### src/rtl/rca_pipe.sv
// Pipelined ripple-carry adder/subtractor: WIDTH bits split into STAGES chunks, one chunk per stage.
// A single shared advance enable stalls the whole pipeline when the output is held.
module rca_pipe #(
    parameter int unsigned WIDTH  = 16,
    parameter int unsigned STAGES = 4
) (
    input  logic             clk,
    input  logic             rst_n,
    input  logic             in_valid,
    output logic             in_ready,
    input  logic [WIDTH-1:0] inA,
    input  logic [WIDTH-1:0] inB,
    input  logic             cin,
    input  logic             sub,
    output logic             out_valid,
    input  logic             out_ready,
    output logic [WIDTH-1:0] sum,
    output logic             cout,
    output logic             ovf
);

    localparam int unsigned CW = WIDTH / STAGES;

    logic en;

    logic [STAGES-1:0] valid_q, valid_d;
    logic [STAGES-1:0] carry_q, carry_d;
    logic [WIDTH-1:0]  sum_q [STAGES];
    logic [WIDTH-1:0]  sum_d [STAGES];
    logic [WIDTH-1:0]  a_q   [STAGES];
    logic [WIDTH-1:0]  a_d   [STAGES];
    logic [WIDTH-1:0]  b_q   [STAGES];
    logic [WIDTH-1:0]  b_d   [STAGES];
    logic              ovf_q, ovf_d;

    // Per-stage inputs: stage 0 from the ports, stage k from the registers of stage k-1.
    logic [WIDTH-1:0]  st_a [STAGES];
    logic [WIDTH-1:0]  st_b [STAGES];
    logic [WIDTH-1:0]  st_s [STAGES];
    logic [STAGES-1:0] st_c;
    logic [STAGES-1:0] st_v;

    assign en        = ~valid_q[STAGES-1] | out_ready;
    assign in_ready  = en;
    assign out_valid = valid_q[STAGES-1];
    assign sum       = sum_q[STAGES-1];
    assign cout      = carry_q[STAGES-1];
    assign ovf       = ovf_q;

    always_comb begin
        st_a[0] = inA;
        st_b[0] = sub ? ~inB : inB;
        st_c[0] = sub ? 1'b1 : cin;
        st_s[0] = '0;
        st_v[0] = in_valid;
        for (int unsigned k = 1; k < STAGES; k++) begin
            st_a[k] = a_q[k-1];
            st_b[k] = b_q[k-1];
            st_c[k] = carry_q[k-1];
            st_s[k] = sum_q[k-1];
            st_v[k] = valid_q[k-1];
        end
    end

    always_comb begin
        logic [WIDTH-1:0] s;
        logic             c;
        logic             cm;
        s       = '0;
        c       = 1'b0;
        cm      = 1'b0;
        ovf_d   = 1'b0;
        valid_d = '0;
        carry_d = '0;
        for (int unsigned k = 0; k < STAGES; k++) begin
            s  = st_s[k];
            c  = st_c[k];
            cm = c;
            // Bit-serial ripple over this stage's chunk; cm ends as the carry into the chunk MSB.
            for (int unsigned i = 0; i < CW; i++) begin
                cm = c;
                s[k*CW+i] = st_a[k][k*CW+i] ^ st_b[k][k*CW+i] ^ c;
                c = (st_a[k][k*CW+i] & st_b[k][k*CW+i]) |
                    (c & (st_a[k][k*CW+i] ^ st_b[k][k*CW+i]));
            end
            sum_d[k]   = s;
            carry_d[k] = c;
            a_d[k]     = st_a[k];
            b_d[k]     = st_b[k];
            valid_d[k] = st_v[k];
            if (k == STAGES - 1) begin
                ovf_d = cm ^ c;
            end
        end
    end

    always_ff @(posedge clk or negedge rst_n) begin
        if (!rst_n) begin
            valid_q <= '0;
            carry_q <= '0;
            ovf_q   <= 1'b0;
            for (int unsigned k = 0; k < STAGES; k++) begin
                sum_q[k] <= '0;
                a_q[k]   <= '0;
                b_q[k]   <= '0;
            end
        end else if (en) begin
            valid_q <= valid_d;
            carry_q <= carry_d;
            ovf_q   <= ovf_d;
            for (int unsigned k = 0; k < STAGES; k++) begin
                sum_q[k] <= sum_d[k];
                a_q[k]   <= a_d[k];
                b_q[k]   <= b_d[k];
            end
        end
    end

endmodule

### config.mk
export PLATFORM = sky130hd
export DESIGN_NAME = rca_pipe
export DESIGN_NICKNAME = d
export VERILOG_FILES = /design/src/rtl/rca_pipe.sv
export SDC_FILE = /design/constraint.sdc
export NUM_CORES = 1
export LEC_CHECK = 0
export CORE_UTILIZATION = 35
export CTS_CLUSTER_DIAMETER = 50
export DETAILED_ROUTE_END_ITERATION = 6
export DONT_BUFFER_PORTS = 1
export GPL_TIMING_DRIVEN = 0
export MAX_ROUTING_LAYER = met4
export PLACE_DENSITY = 0.5
export SLEW_MARGIN = 40
export SYNTH_ARGS = -nofsm -noshare
export SYNTH_HDL_FRONTEND = slang
export SYNTH_SLANG_ARGS = --single-unit
### constraint.sdc
create_clock -name clk -period 5.5 [get_ports clk]
set_clock_uncertainty 0.1 [all_clocks]
set_input_delay 0.55 -clock clk [delete_from_list [all_inputs] [get_ports clk]]
set_output_delay 0.55 -clock clk [all_outputs]
set_load 0.02 [all_outputs]
==> results of run 1 <==
sequential cells by signal, indices dropped and copies added (netlist names):
name and count:
valid_q 4, st_s 24, ovf 1, carry_q 4, a_d 24, b_d 24, sum 16
timing repair:
item                      in CTS  in global routing
hold endpoints to repair      97                  0
resized for setup              0                  0
hold buffers                   1                  0
Yosys cell counts (all sizes together):
library cell	number
mux2	83
dfrtp	97
fa	16
xnor2	5
inv	25
clkbuf	2
xor2	12
a21oi	10
nor3b	10
nand2b	2
buf	13
or2	1
mux2i	3
worst reg2reg max path, stage by stage (launching register included):
cell,delay [ns]
dfrtp_1,0.40
fa_1,0.43
inv_1,0.10
fa_1,0.18
inv_1,0.05
fa_1,0.41
inv_1,0.09
fa_1,0.21
xnor2_1,0.08
mux2_2,0.26
power breakdown:
group	internal [mW]	leakage (nW)	switching (mW)
registers	1.04	1.12	0.269
clock network	0.407	0.151	0.262
logic	0.471	0.799	0.349
cells by family (layout without fill, tap and decap cells):
kind of cell             after synthesis  in the layout  synth area share [%]
buffers and inverters                 40             56                  4.59
adder cells (fa/ha/maj)               16             16                  7.59
AO/OA/AOI/OAI                         10             10                  1.19
multiplexers                          86             86                  23.2
XOR/XNOR                              17             17                  3.53
AND/OR/NAND/NOR                       13             13                  2.40
flip-flops                            97             97                  57.5
per-layer routing:
| layer | share of wire, % | routed length [um] | up-vias |
|---|---|---|---|
| met5 | 0 | 0 | - |
| met3 | 5.5 | 433 | 9 |
| met4 | 1.7 | 132 | 0 |
| li1 | - | - | 950 |
| met1 | 43 | 3360 | 1122 |
| met2 | 50 | 3900 | 44 |
layout make-up:
cell class,count,area (um^2)
buffer,15,100
clock buffer,10,239
clock inverter,5,80.1
fill,1075,6820
inverter,25,93.8
multi-input combinational,142,1600
sequential,97,2430
tap,143,179
timing repair buffer,1,27.5
path summary, 6_finish.rpt:
check | from | endpoint | slack [ns] | cells after the start
worst max-delay path | sub | st_s[35] | 2.54 | 10
worst min-delay path | rst_n | sum[0] | 0.03 | 1
worst max register to register | carry_q[2] | ovf | 3.07 | 9
worst min register to register | valid_q[2] | valid_q[3] | 0.38 | 1
max in group asynchronous | rst_n | a_d[27] | 4.90 | 1
min in group clk | inA[12] | a_d[44] | 0.25 | 1
==> flow_metrics.env, run 1 <==
export IMPL_fin_area_um2=4750
export IMPL_finish_utilization_pct=41.0
export IMPL_cp_common_cell="fa_1"
export IMPL_setup_slack_ns=2.54
export IMPL_hpwl_mm=5.14
export IMPL_drt_total_wl_mm=7.83
export IMPL_worstPathRequired_ns=5.63
export IMPL_synth_top_area_share_pct=57.5
export IMPL_io_buffers=0
export IMPL_violations="DRC"
export IMPL_path_class="in2reg"
export IMPL_initial_core_util_pct=36.5
export IMPL_drv_slew=0
export IMPL_ir_drop_uv=198
export IMPL_use_met3_pct=5.01
export IMPL_grt_max_degree=98
export IMPL_hold_viol=0
export IMPL_leakagePower_nw=2.07
export IMPL_holdWs_ns=0.0304
export IMPL_use_met2_pct=22.5
export IMPL_worstPathMaxFanout=10
export IMPL_layout_common_cells="dfrtp_1, mux2_2, inv_1"
export IMPL_clock_latency_ns=0.34
export IMPL_synth_area_leader_cell="dfrtp_1"
export IMPL_post_synth_instance_area_um2=4220
export IMPL_crit_chain="buf_2, buf_4, xor2_1, fa_1, inv_1, fa_1, fa_1, inv_1, fa_1, mux2_2"
export IMPL_cts_tree="built"
export IMPL_fp_dieH_um=112
export IMPL_diodes=0
export IMPL_num_rows=39
export IMPL_die_area_um2=12500
export IMPL_grt_usage_pct=14.5
export IMPL_grt_overflow=0
export IMPL_cp_start_kind="primary input"
export IMPL_power_density_nw_per_um2=589
export IMPL_status="finished, violations left"
export IMPL_clk_pin_slew_worst_paths_ns=0.07
export IMPL_cts_setup_buffers=0
export IMPL_cts_path_max_buffers=2
export IMPL_grt_busiest_layer="met2"
export IMPL_grt_pass1_wl_mm=13.0
export IMPL_worstMarginPinSlew_ns=0.567
export IMPL_cp_buffers_inverters=4
export IMPL_synth_yosys_seq_area_share_pct=57.5
export IMPL_ys_warn_count=0
export IMPL_syn_num_nets=333
export IMPL_yosys_register_bits=97
export IMPL_final_layout_size_suffix_gt1_share_pct=38.6
export IMPL_vias=2125
export IMPL_syn2layout_area_growth_pct=12.4
export IMPL_placed_area_um2=4400
export IMPL_fmax_mhz=337
export IMPL_final_common_cell="dfrtp_1"
export IMPL_clock_root_buffer="clkbuf_16"
export IMPL_period_needed_ns=2.96
export IMPL_first_global_vias=2321
export IMPL_cpMaxStageDelayCell="fa_1"
export IMPL_grt_use_met1_pct=17.2
export IMPL_crit_family="adder cells"
export IMPL_synthCells=279
export IMPL_first_pass_iters=6
export IMPL_die_w_um=112
export IMPL_cts_made_buffers=9
export IMPL_period_share_pct=53.9
export IMPL_core_area_um2=11600
export IMPL_crit_path_max_incr_delay_ns=0.40
export IMPL_drtAntennaViolNets=0
export IMPL_tns_ns=0
export IMPL_layout_cells_non_filler=438
export IMPL_cts_max_level=3
export IMPL_place_worst_setup_slack_ns=2.14
export IMPL_clock_sinks=97
export IMPL_maxSlewHeadroom_pct=62.2
export IMPL_power_mw=2.80
export IMPL_cap_violations=0
export IMPL_nets=345
export IMPL_worst_ep_arrival_time_ns=3.10
export IMPL_placed_cells=422
export IMPL_ys_top_cells_by_area="dfrtp_1, mux2_2, fa_1, xor2_1, inv_1"
export IMPL_routedWlPerCell_um=17.9
export IMPL_drc_errors=5
export IMPL_rsz0062_at_grt="false"
export IMPL_antenna_found_initial=0
export IMPL_hold_path_class="in2async"
export IMPL_synth_cell_type_count=17
export IMPL_setup_viol=0
export IMPL_drt_iter0_drc=91
export IMPL_place_congestion=0.697
export IMPL_post_drt_via_cell_ratio=4.85
export IMPL_avgSynthCellArea_um2=15.1
export IMPL_critPathCaptureType="register"
export IMPL_ioPinCount=58
Power figures use the tool's default switching activity.
==> run 2: changes to the inputs <==
--- a/config.mk
+++ b/config.mk
@@ -11,7 +11,7 @@
 export DONT_BUFFER_PORTS = 1
 export GPL_TIMING_DRIVEN = 0
 export MAX_ROUTING_LAYER = met4
-export PLACE_DENSITY = 0.5
+export PLACE_DENSITY = 0.52
 export SLEW_MARGIN = 40
 export SYNTH_ARGS = -nofsm -noshare
 export SYNTH_HDL_FRONTEND = slang
==> constraint.sdc (replaced) <==
create_clock -name clk -period 2.7 [get_ports clk]
set_clock_uncertainty 0.1 [all_clocks]
set_input_delay 0.27 -clock clk [delete_from_list [all_inputs] [get_ports clk]]
set_output_delay 0.27 -clock clk [all_outputs]
set_load 0.02 [all_outputs]
==> run 2 against run 1 <==
Against the previous run: the flow still finishes with violations (DRC); sequential share of layout area down 1.8 points; clock power up 120%; final cell count up 3.4%; count of clock-buffer cells in the layout down 1; critical path type unchanged.
==> flow_metrics.env, run 2 (synthesis results as in run 1) <==
export IMPL_cts_setup_buffers=0
export IMPL_period_share_pct=95.3
export IMPL_cts_path_max_buffers=2
export IMPL_cp_common_cell="fa_1"
export IMPL_ir_drop_uv=501
export IMPL_routedWlPerCell_um=17.2
export IMPL_clkPwrFrac_pct=25.0
export IMPL_cp_buffers_inverters=4
export IMPL_num_rows=39
export IMPL_p_seq_share_pct=46.0
export IMPL_r2r_cells=9
export IMPL_fp_dieH_um=112
export IMPL_clock_latency_ns=0.34
export IMPL_critPathCaptureType="register"
export IMPL_antenna_found_initial=0
export IMPL_core_area_um2=11600
export IMPL_drt_total_wl_mm=7.81
export IMPL_cts_max_level=3
export IMPL_rr_startpoint="carry_q[2]"
export IMPL_drv_slew=0
export IMPL_intPower_mw=3.99
export IMPL_place_congestion=0.699
export IMPL_setup_viol=0
export IMPL_hpwl_mm=5.17
export IMPL_grt_overflow=0
export IMPL_p_sw_mw=1.81
export IMPL_die_w_um=112
export IMPL_maxSlewHeadroom_pct=61.5
export IMPL_rsz0062_at_grt="false"
export IMPL_cp_startpoint="sub"
export IMPL_clock_root_buffer="clkbuf_16"
export IMPL_ioPinCount=58
export IMPL_post_drt_via_cell_ratio=4.75
export IMPL_swShare_pct=31.2
export IMPL_hold_viol=0
export IMPL_grt_pass1_wl_mm=13.1
export IMPL_placed_cells=422
export IMPL_violations="DRC"
export IMPL_grt_max_degree=98
export IMPL_cp_start_kind="primary input"
export IMPL_leakagePower_nw=2.15
export IMPL_first_pass_iters=7
export IMPL_pwr_share_comb_pct=29.1
export IMPL_worstPathRequired_ns=2.82
export IMPL_worstMarginPinSlew_ns=0.577
export IMPL_tns_ns=0
export IMPL_final_common_cell="dfrtp_1"
export IMPL_syn2layout_area_growth_pct=16.5
export IMPL_r2r_end="ovf"
export IMPL_crit_path_max_incr_delay_ns=0.42
export IMPL_die_area_um2=12500
export IMPL_nets=359
export IMPL_post_cts_resized=0
export IMPL_first_global_vias=2359
export IMPL_holdWs_ns=0.0211
export IMPL_vias=2150
export IMPL_holdBufCountCts=15
export IMPL_layout_cells_non_filler=453
export IMPL_hold_path_class="in2reg"
export IMPL_grt_usage_pct=14.6
export IMPL_initial_core_util_pct=36.5
export IMPL_status="finished, violations left"
export IMPL_reg2reg_setup_slack_ns=0.27
export IMPL_cap_violations=0
export IMPL_path_class="in2reg"
export IMPL_layout_common_cells="dfrtp_1, mux2_2, inv_1"
export IMPL_crit_end="st_s[35]"
export IMPL_crit_family="adder cells"
export IMPL_diodes=0
export IMPL_cts_tree="built"
export IMPL_period_needed_ns=2.57
export IMPL_clk_pin_slew_worst_paths_ns=0.07
export IMPL_clock_sinks=97
export IMPL_power_density_nw_per_um2=1180
export IMPL_drtAntennaViolNets=0
export IMPL_worstPathMaxFanout=10
export IMPL_fmax_mhz=389
export IMPL_drc_errors=6
export IMPL_drt_iter0_drc=110
export IMPL_worst_ep_arrival_time_ns=2.69
export IMPL_crit_chain="buf_4, buf_6, xor2_1, fa_1, inv_1, fa_1, fa_1, inv_1, fa_1, mux2_2"
export IMPL_cp_depth=10
export IMPL_final_layout_size_suffix_gt1_share_pct=37.1
export IMPL_cts_made_buffers=9
export IMPL_cpMaxStageDelayCell="fa_1"
export IMPL_io_buffers=0
==> run 2: final cells by class <==
cell class	count	area (um^2)
multi-input cells	142	1600
repair buffers	15	168
inverters	25	93.8
clock buffers	9	225
flip-flops and latches	97	2430
fillers	1074	6650
clock inverters	7	118
plain buffers	15	106
well taps	143	179
==> run 2: routing by layer <==
| layer | up-vias | track usage (%) | wire (um) |
|---|---|---|---|
| li1 | 975 | - | - |
| met1 | 1113 | 19.6 | 3690 |
| met2 | 53 | 20.6 | 3510 |
| met3 | 9 | 4.90 | 476 |
| met4 | 0 | 5.14 | 124 |
| met5 | - | - | 0 |
==> run 2: how the worst min path moves through the flow <==
| stage | startpoint | cells after the start | slack, ns | endpoint |
|---|---|---|---|---|
| 3_5_place_dp | rst_n | 0 | -0.12 | sum[0] |
| 6_report | inB[4] | 2 | 0.02 | b_d[36] |
| 3_3_place_gp | rst_n | 0 | -0.12 | sum[0] |
| 5_1_grt | inB[4] | 2 | 0.02 | b_d[36] |
| 2_1_floorplan | rst_n | 0 | -0.13 | a_d[12] |
| 4_1_cts | inB[7] | 2 | 0.01 | b_d[39] |
==> run 2: stage by stage <==
| stage | util, % | area [um^2] | setup WS [ns] | power (mW) |
|---|---|---|---|---|
| after floorplan | - | 4230 | 0.0461 | 3.93 |
| after global placement | 38.1 | 4410 | -0.175 | 4.32 |
| after detailed placement | 38.1 | 4410 | -0.264 | 4.38 |
| after CTS | 42.5 | 4920 | 0.111 | 5.90 |
| after global routing | 42.5 | 4920 | 0.0175 | 6.22 |
| final | 42.5 | 4920 | 0.128 | 5.80 |
==> run 2: power groups by stage <==
stage / registers, mW / logic, mW / clock network, mW
2_1_floorplan: 2.57 / 1.36 / 0
6_report: 2.67 / 1.69 / 1.45
4_1_cts: 2.68 / 1.74 / 1.49
3_3_place_gp: 2.69 / 1.63 / 0
3_5_place_dp: 2.71 / 1.67 / 0
5_1_grt: 2.77 / 1.92 / 1.54
==> RTL edit: new RTL, config.mk and constraints of run 1 <==
Register the output `ovf` once more, cleared by the reset; this adds one clock of latency there. The other outputs are not delayed to match.
--- a/src/rtl/rca_pipe.sv
+++ b/src/rtl/rca_pipe.sv
@@ -47,3 +47,9 @@
     assign cout      = carry_q[STAGES-1];
-    assign ovf       = ovf_q;
+    always_ff @(posedge clk or negedge rst_n) begin
+        if (!rst_n) begin
+            ovf <= '0;
+        end else begin
+            ovf <= ovf_q;
+        end
+    end
 
Check against the original RTL: not equivalent (a bounded check fails within 10 cycles, from zero or initial values and one cycle with rst_n low).
==> RTL edit against run 1 <==
- synthesized cell count grew 0.72%
- register-to-register slack is essentially flat
- power grew 1.1%
- routed wire length grew 1.6%
- worst setup slack lost 0.098 ns
- via count shrank 0.75%
- synthesized area grew 1.3%
- sequential cell count grew 1
- cell area grew 0.98%
==> RTL edit: results (changes against run 1) <==
Pre-CTS WS: 2.03 ns (-0.108 ns)
GRT Total Usage: 0.148 (+0.00334)
Worst stage delay on the critical path: 0.42 ns (+0.02 ns)
GR Layer Usage met1: 0.188 (+0.0156)
DP Area: 4460 µm² (+1.3%)
Synthesized Nets: 335 (+0.60%)
Fillers: 1134 (+5.5%)
Ratio of cells with drive above 1 in the final layout: 0.406 (+0.0196)
Routed wire per std cell: 17.9 µm (about the same)
Setup ws final: 2.44 ns (-0.0975 ns)
Met3 usage: 0.0578 (+0.00769)
Maximum VDD drop: 0.179 mV (-9.5%)
Initial drt markers: 103 (+13%)
Post-Synth Adder-Cell Area: 0.0749 (-0.000955)
Vias in the first global route: 2316 (-0.22%)
Post-Synth XOR/XNOR Area: 0.0348 (-0.000444)
Leak: 2.07 nW (about the same)
RD Place Congestion: 0.714 (+2.4%)
Crit Reg-Reg Endpoint: ovf_q
Hold_ws: 0.0158 ns (-0.0146 ns)
Synthesized area per cell: 15.2 µm² (+0.55%)
Pre-antenna DRT Iters: 4 (-2)
Status: complete, no violations
Multiplexer area fraction after synthesis: 0.226 (-0.00643)
Yosys cell types: 18 (+1)
Slew @ Worst Pin: 0.646 ns (+0.0797 ns)
DR vias/cell: 4.74 (-2.3%)
Post-synthesis sequential area ratio: 0.574 (-0.00138)
Nets: 347 (+0.58%)
Synth area leaders: dfrtp_1 (57%), mux2_2 (21%), fa_1 (7.5%)
Routing usage on met2: 0.219 (-0.00538)
Cells after DPL: 428 (+1.4%)
## RTL edit: changes by cell type in the layout (fill, tap and decap cells not counted), sizes merged
| cell | before | now |
|---|---|---|
| dfrtp | 97 | 98 |
| mux2 | 83 | 82 |
| or2 | 1 | 0 |
| bufinv | 2 | 1 |
| a21oi | 10 | 11 |
| clkbuf | 12 | 14 |
| xnor2 | 5 | 6 |
| nor2 | 0 | 1 |
| xor2 | 12 | 11 |
| nor3b | 10 | 11 |
## RTL edit: layout make-up
class | count | area, µm² | share of cell area
flip-flops and latches | 98 | 2450 | 0.512
multi-input cells | 143 | 1630 | 0.340
clock buffers | 12 | 256 | 0.0535
well taps | 147 | 184 | 0.0384
plain buffers | 15 | 100 | 0.0209
inverters | 25 | 93.8 | 0.0196
clock inverters | 4 | 50.0 | 0.0104
repair buffers | 1 | 27.5 | 0.00574
## RTL edit: worst reg2reg max path, cell delays in order, from the launching register on
cell and delay (ns):
dfrtp_1 0.40, fa_1 0.43, inv_1 0.08, fa_1 0.16, inv_1 0.06, fa_1 0.41, inv_1 0.09, fa_1 0.23
xnor2_1 0.09, mux2_2 0.26
## RTL edit: power by group
group / total [W] / switching [W] / internal [W]
clock network: 0.000641 / 0.000265 / 0.000377
registers: 0.00132 / 0.000272 / 0.00105
logic: 0.000865 / 0.000373 / 0.000493
## RTL edit: timing repair
action,4_1_cts,5_1_grt
hold endpoints to repair,98,0
setup buffers,0,0
hold buffers,1,0
## RTL edit: per-layer routing
metal	wire length [µm]	part of all wire	up-vias
li1	-	-	949
met1	3710	0.47	1100
met2	3680	0.46	54
met3	485	0.061	6
met4	81	0.010	0
met5	0	0	-
